### src/rtl/led_pattern_seq.sv
// led_pattern_seq: switch-selected LED pattern sequencer with debounced pause/speed buttons
module led_pattern_seq #(
  parameter int NUM_LEDS   = 4,
  parameter int TICK_DIV   = 25_000_000,
  parameter int DEB_CYCLES = 1_000_000
) (
  input  logic                sys_clk,
  input  logic                sys_rst,
  input  logic                btn_pause,
  input  logic                btn_speed,
  input  logic [1:0]          mode,
  output logic [NUM_LEDS-1:0] led,
  output logic                step_pulse,
  output logic                paused,
  output logic [1:0]          speed
);
  localparam int CW = $clog2(TICK_DIV);
  localparam int DW = $clog2(DEB_CYCLES);
  typedef enum logic {UP, DOWN} dir_t;
  logic [1:0] btn_s1, btn_s2, press, mode_s1, mode_s2, mode_prev, speed_n;
  logic [CW-1:0] cnt, cnt_n, last;
  logic [NUM_LEDS-1:0] led_n, pat;
  dir_t dir, dir_n, pat_dir;
  logic paused_n, step, term, mode_chg;
  // two-flop synchronisers for the raw buttons and mode switches, plus the previous synced mode
  always_ff @(posedge sys_clk)
    if (sys_rst) begin
      btn_s1 <= '0;
      btn_s2 <= '0;
      mode_s1 <= '0;
      mode_s2 <= '0;
      mode_prev <= '0;
    end else begin
      btn_s1 <= {btn_speed, btn_pause};
      btn_s2 <= btn_s1;
      mode_s1 <= mode;
      mode_s2 <= mode_s1;
      mode_prev <= mode_s2;
    end
  for (genvar i = 0; i < 2; i++) begin : g_deb
    logic deb;
    logic [DW-1:0] dcnt;
    // press fires on the same edge the debounced state rises
    assign press[i] = btn_s2[i] && !deb && dcnt == DW'(DEB_CYCLES - 1);
    // accept a new level only after it has differed from the debounced state for DEB_CYCLES samples
    always_ff @(posedge sys_clk)
      if (sys_rst) begin
        deb <= 1'b0;
        dcnt <= '0;
      end else if (btn_s2[i] == deb) dcnt <= '0;
      else if (dcnt == DW'(DEB_CYCLES - 1)) begin
        deb <= btn_s2[i];
        dcnt <= '0;
      end else dcnt <= dcnt + 1'b1;
  end
  assign last = CW'((TICK_DIV >> speed) - 1);
  assign term = cnt == last;
  assign mode_chg = mode_s2 != mode_prev;
  assign pat_dir = dir == UP ? (led[NUM_LEDS-1] ? DOWN : UP) : (led[0] ? UP : DOWN);
  assign pat = mode_s2 == 2'd0 ? {led[NUM_LEDS-2:0], led[NUM_LEDS-1]} :
               mode_s2 == 2'd1 ? (pat_dir == UP ? led << 1 : led >> 1) :
               mode_s2 == 2'd2 ? ~led : led + 1'b1;
  // next state: mode change beats speed press beats a normal tick; pause toggles regardless
  always_comb begin
    led_n = led;
    cnt_n = cnt;
    dir_n = dir;
    speed_n = speed;
    step = 1'b0;
    paused_n = paused ^ press[0];
    if (mode_chg) begin
      led_n = mode_s2[1] ? '0 : NUM_LEDS'(1);
      dir_n = UP;
      cnt_n = '0;
    end else if (press[1]) begin
      speed_n = speed + 1'b1;
      cnt_n = '0;
    end else if (!paused) begin
      step = term;
      cnt_n = term ? '0 : cnt + 1'b1;
      led_n = term ? pat : led;
      dir_n = term ? pat_dir : dir;
    end
  end
  // sequencer state register; step_pulse lines up with the first cycle of the new led value
  always_ff @(posedge sys_clk)
    if (sys_rst) begin
      led <= NUM_LEDS'(1);
      cnt <= '0;
      dir <= UP;
      paused <= 1'b0;
      speed <= '0;
      step_pulse <= 1'b0;
    end else begin
      led <= led_n;
      cnt <= cnt_n;
      dir <= dir_n;
      paused <= paused_n;
      speed <= speed_n;
      step_pulse <= step;
    end
endmodule
### config.mk
export PLATFORM = sky130hd
export DESIGN_NAME = led_pattern_seq
export DESIGN_NICKNAME = d
export VERILOG_FILES = /design/src/rtl/led_pattern_seq.sv
export SDC_FILE = /design/constraint.sdc
export NUM_CORES = 1
export LEC_CHECK = 0
export ABC_CLOCK_PERIOD_IN_PS = 2450
export BUFFER_PORTS_ARGS = -buffer_cell sky130_fd_sc_hd__clkbuf_2
export CAP_MARGIN = 20
export CORE_MARGIN = 5
export CORE_UTILIZATION = 30
export DETAILED_ROUTE_END_ITERATION = 10
export GPL_ROUTABILITY_DRIVEN = 0
export PLACE_DENSITY = 0.46
export SETUP_SLACK_MARGIN = 0.02
export SLEW_MARGIN = 0
export SYNTH_ARGS = -nofsm -noshare
export SYNTH_HDL_FRONTEND = slang
export SYNTH_SLANG_ARGS = --single-unit
### constraint.sdc
create_clock -name sys_clk -period 2.45 [get_ports sys_clk]
set_input_delay 0.3675 -clock sys_clk [delete_from_list [all_inputs] [get_ports sys_clk]]
set_output_delay 0.3675 -clock sys_clk [all_outputs]
set_load 0.05 [all_outputs]
# Word-level counts from Yosys, hierarchy flattened
# Cells that the tools add are included.
# word_totals
inputBits	6
reg_bits	86
output_inout_bits	8
# classes
mux	13
n_bitwise	7
n_eq_ne	10
shift	1
reduce_logical	18
add_sub_neg	6
# ops
operator	n
$add 20x1->20 const B	2
$eq 20x20->1 const B	2
$mux 4	8
$add 25x1->25 const B	1
$eq 25x25->1	1
$mux 25	1
$shr 25x2->25 const A	1
$sub 25x2->25 const B	1
$reduce_or 3->1	3
$reduce_and 2->1	3
$reduce_and 3->1	2
$not 1->1	5
$add 4x1->4 const B	1
$logic_and 1x1->1	4
$mux 1	4
$ne 2x1->1 const B	2
$not 4->4	1
$reduce_or 4->1	1
$add 2x1->2 const B	1
$eq 1x1->1	2
$eq 2x1->1 const B	1
$eq 2x2->1 const B	1
$logic_not 1->1	2
$logic_not 2->1	1
other kinds (4)	4

# Logic depth before layout (Yosys ltp)
# depth
word_depth	9
ltp_mapped	12

# Least setup slack after synthesis
# OpenSTA, ideal clock, no wires.
# synth_timing
path_type	flip-flop to flip-flop
startpoint	reg speed[0]
endpoint	reg led[0]
required_time_ps	2389
slack_ps	-565
setup_ps	61
path_stages_with_launch	12
arrival_time_ps	2953
path_cell_list	dfxtp_1 -> inv_1 -> ha_1 -> inv_1 -> ha_1 -> xor2_1 -> nand3_1 -> or4_1 -> clkbuf_2 -> or4_1 -> mux2_2 -> nand2_1
# synth_via
elab_chain_cells	5
# synth_lines
item	line	source
start: declaration	15	output logic [1:0] speed
start signal: assignment	99	speed <= speed_n;
$shr 25x2->25	56	assign last = CW'((TICK_DIV >> speed) - 1);
$sub 25x2->25	56	
$eq 25x25->1	57	assign term = cnt == last;
$reduce_bool 2->1 (no source line)	n/a	
$reduce_and 3->1 (no source line)	n/a	
end signal: assignment	95	led <= led_n;
end: declaration	12	output logic [NUM_LEDS-1:0] led,
# Every way passes these cells.
# A chain may end at the register's enable or synchronous reset.

# Final worst setup path
# Ends and elaborated chain as after synthesis.

==> results.py <==
metrics = {
    "floorplan": {
        "coreArea_mm2": 0.01340,
        "die_w_um": 127.4,
        "start_util_pct": 30.84,
        "fp.dieH_um": 127.4,
        "rows": 42,
        "die_area_mm2": 0.01622,
        "boundaryPins": 14,
    },
    "clock_network": {
        "numCtsBuffers": 9,
        "clockBufferDepth": 2,
        "htree_levels": 3,
        "cts.sinks": 86,
        "clk_latency_ps": 330,
        "path_clk_slew_ps": 60,
        "cts_tree": "built",
        "root_buffer": "clkbuf_16",
    },
    "setup_path": {
        "crit_path_top_delay_cell": "or4_4",
        "cp_cell_sequence": "inv_6 > ha_4 > inv_2 > ha_4 > xor2_1 > nand3_1 > or4_4 > or4_4 > mux2_4 > nand2_2",
        "cp-end-kind": "flop",
        "crit_type": "flop to flop",
        "startpoint_type": "flop",
        "critPathMaxFanout": 6,
        "path_delay_family": "simple AND/OR/NAND/NOR gates",
        "crit_required_ps": 2720,
        "arrival_ps": 2680,
        "path_buf_inv": 2,
        "cpPeakStageDelay_ps": 480,
    },
    "logic_synthesis": {
        "synth_cell_type_count": 50,
        "synthMuxAreaShare_pct": 1.756,
        "synth-compound-area-share_pct": 6.085,
        "syn_area_mm2": 0.004133,
        "synth-xor-area-share_pct": 14.41,
        "ys_seq_elements": 86,
        "syn_inst": 485,
        "synth_top_family_by_area": "simple AND/OR/NAND/NOR gates",
        "syn_area_per_cell_um2": 8.521,
        "synth_adder_area_share_pct": 4.239,
        "synth_area_leader_cell": "dfxtp_1",
        "synthSimpleGateAreaFrac_pct": 28.40,
        "synth.yosys.seq_area_share_pct": 41.66,
        "synthFlopType": "dfxtp_1",
        "synth_area_leaders": "dfxtp_1, nor2_1, xnor2_1, xor2_1, ha_1",
        "synth_nets": 505,
        "synth_top_area_share_pct": 41.66,
        "yosys_warnings": 0,
        "synth_async_sr_flop_share_pct": 0,
        "synth_edf_count": 0,
    },
    "grt": {
        "grt_usage_pct": 10.97,
        "grt-ovfl-total": 0,
        "grtUsageMet3_pct": 2.963,
        "antenna_found_initial": 0,
        "top_usage_layer": "met2",
        "use_met1_pct": 14.48,
        "grt_max_degree": 23,
        "grt_pass1_wl_um": 14750,
        "gr-usage-met2_pct": 17.68,
        "first_global_vias": 3176,
    },
    "placement": {
        "placed_cells": 676,
        "dpl_worst_slack_ps": 30.89,
        "place_area_mm2": 0.004549,
        "hpwl_um": 5981,
        "port_buffers": 13,
    },
    "sta": {
        "finClkSkew_ps": 6.633,
        "fmax_mhz": 415.4,
        "finalWorstSetupSlack_ps": 42.77,
        "setup_viol": 0,
        "tightest_slew_ps": 516.3,
        "grt_setup_unrepaired": "yes",
        "fin_crit_ps": 2407,
        "timing.slew.headroom_pct": 65.26,
        "hold_viol_final": 0,
        "fin_crit_sh_pct": 98.25,
        "slew_violations": 0,
    },
    "layout": {
        "syn_to_final_growth_pct": 18.98,
        "antenna_cells": 0,
        "fin_cells": 693,
        "stdcell_area_mm2": 0.004917,
        "nets": 533,
        "drive_gt1_share_pct": 12.96,
    },
    "detailed_routing": {
        "post_drt_wl_per_cell_um": 11.97,
        "drt-initial-drc-count": 125,
        "wl_um": 8293,
        "ant_nets": 0,
        "via_count": 3207,
        "first_pass_iters": 4,
        "drc": 0,
        "vias_per_cell": 4.628,
    },
    "pwr": {
        "cellLeakagePower_nw": 1.692,
        "ir_worst_vdd_uv": 351.0,
        "power.density_mw_per_mm2": 597.4,
    },
    "run_status": {
        "status": "complete, no violations",
    },
    "worst_hold_path": {
        "worstHoldPathType": "input pin to flop",
    },
    "flow_run": {
        "drv_cap": 0,
    },
}
per-stage QoR:
step / util [%] / total power [W] / hold WS, ps / setup TNS (ps)
6_report: 36.69 / 0.002937 / 246.0 / 0
3_5_place_dp: 33.95 / 0.001536 / 426.6 / 0
3_3_place_gp: 33.95 / 0.001535 / 420.1 / 0
5_1_grt: 36.69 / 0.003050 / 251.0 / -40.25
2_1_floorplan: - / 0.001504 / 412.9 / -635.3
4_1_cts: 36.42 / 0.002988 / 233.4 / 0
layout make-up:
class / instances / area, um2
fill: 1409 / 8483
multi-input combinational: 363 / 2349
sequential: 86 / 1729
clock buffer: 13 / 281.5
tap: 176 / 220.2
timing repair buffer: 31 / 212.7
inverter: 22 / 87.58
clock inverter: 2 / 37.54
cell usage after synthesis, types with 3 or more instances:
master / n
dfxtp_1: 86
nand2b_1: 6
a21oi_1: 12
nor4_1: 8
inv_1: 22
and2_1: 5
mux2i_1: 5
nand3b_1: 4
nor2_1: 87
nand2_1: 34
xnor2_1: 35
nor3_1: 12
o211ai_1: 3
nand3_1: 18
a31oi_1: 3
or3_1: 3
nor4b_1: 3
and3_1: 14
nor2b_1: 16
clkbuf_1: 10
xor2_1: 33
nand4_1: 14
o21ai_0: 5
ha_1: 14
state kept, by name, summed over array words and instances, names as in the netlist:
name and flops:
btn_s1 2, btn_s2 2, cnt 25, dir 1, g_deb.dcnt 40, g_deb.deb 2, led 4, mode_prev 2
mode_s1 2, mode_s2 2, paused 1, speed 2, step_pulse 1
worst reg2reg max path, delay by kind of cell (launching register included):
family | cells | cell delay [ps]
xor gates and xnor gates | 1 | 140
adders and majority gates | 2 | 390
buffers and inverters | 2 | 130
DFF | 1 | 380
muxes | 1 | 270
and+or+nand+nor | 4 | 1060
layout by cell type, fill, tap and decap left out, types with 3 or more instances in the layout:
cell type,Yosys,final
clkbuf_2,1,13
and3_1,14,14
nor4_1,8,8
ha_4,0,4
nor4b_1,3,3
nand2_1,34,33
a21oi_1,12,12
nand4_1,14,14
nor3_1,12,11
dfxtp_1,86,84
a31oi_1,3,3
o21ai_0,5,4
nand2b_1,6,6
ha_1,14,10
mux2i_1,5,5
and2_1,5,5
nor2_1,87,87
xnor2_1,35,35
buf_4,1,17
or3_1,3,3
clkbuf_16,0,10
o211ai_1,3,3
nand3_1,18,18
xor2_1,33,33
nor2b_1,16,16
inv_1,22,19
nand3b_1,4,4
what timing repair did:
action / in CTS / in global routing
buffers inserted: 0 / 2
hold buffers: 0 / 0
gates resized for setup: 2 / 8
endpoints found under the setup margin: 1 / 27
pin swaps: 0 / 1
cell families (layout without fill, tap and decap cells):
kind of cell / count (synthesis) / in the layout
XOR/XNOR: 68 / 68
AND/OR/NAND/NOR: 236 / 236
adder cells (fa/ha/maj): 14 / 14
multiplexers: 7 / 7
flip-flops: 86 / 86
buffers and inverters: 36 / 68
AO/OA/AOI/OAI: 38 / 38
final timing paths:
kind                                  from         end  slack, ps  depth (start not counted)
worst max-delay path              speed[0]      led[0]         40                         10
worst min-delay path               mode[1]  mode_s1[1]        250                          2
worst max register to register    speed[0]      led[0]         40                         10
worst min register to register  mode_s1[1]  mode_s2[1]        440                          1
power breakdown:
part / switching [W] / total, W / internal [W]
Combinational: 0.0000468 / 0.0000827 / 0.0000359
Sequential: 0.0000133 / 0.00142 / 0.00141
Clock: 0.000530 / 0.00143 / 0.000902
Total: 0.000591 / 0.00294 / 0.00235
layer usage:
| metal | vias up | routed length (um) |
|---|---|---|
| met3 | 5 | 205 |
| met2 | 27 | 3823 |
| met4 | 0 | 63 |
| li1 | 1695 | - |
| met1 | 1480 | 4200 |
| met5 | - | 0 |
Note: power is estimated with default switching activity, not from simulation.
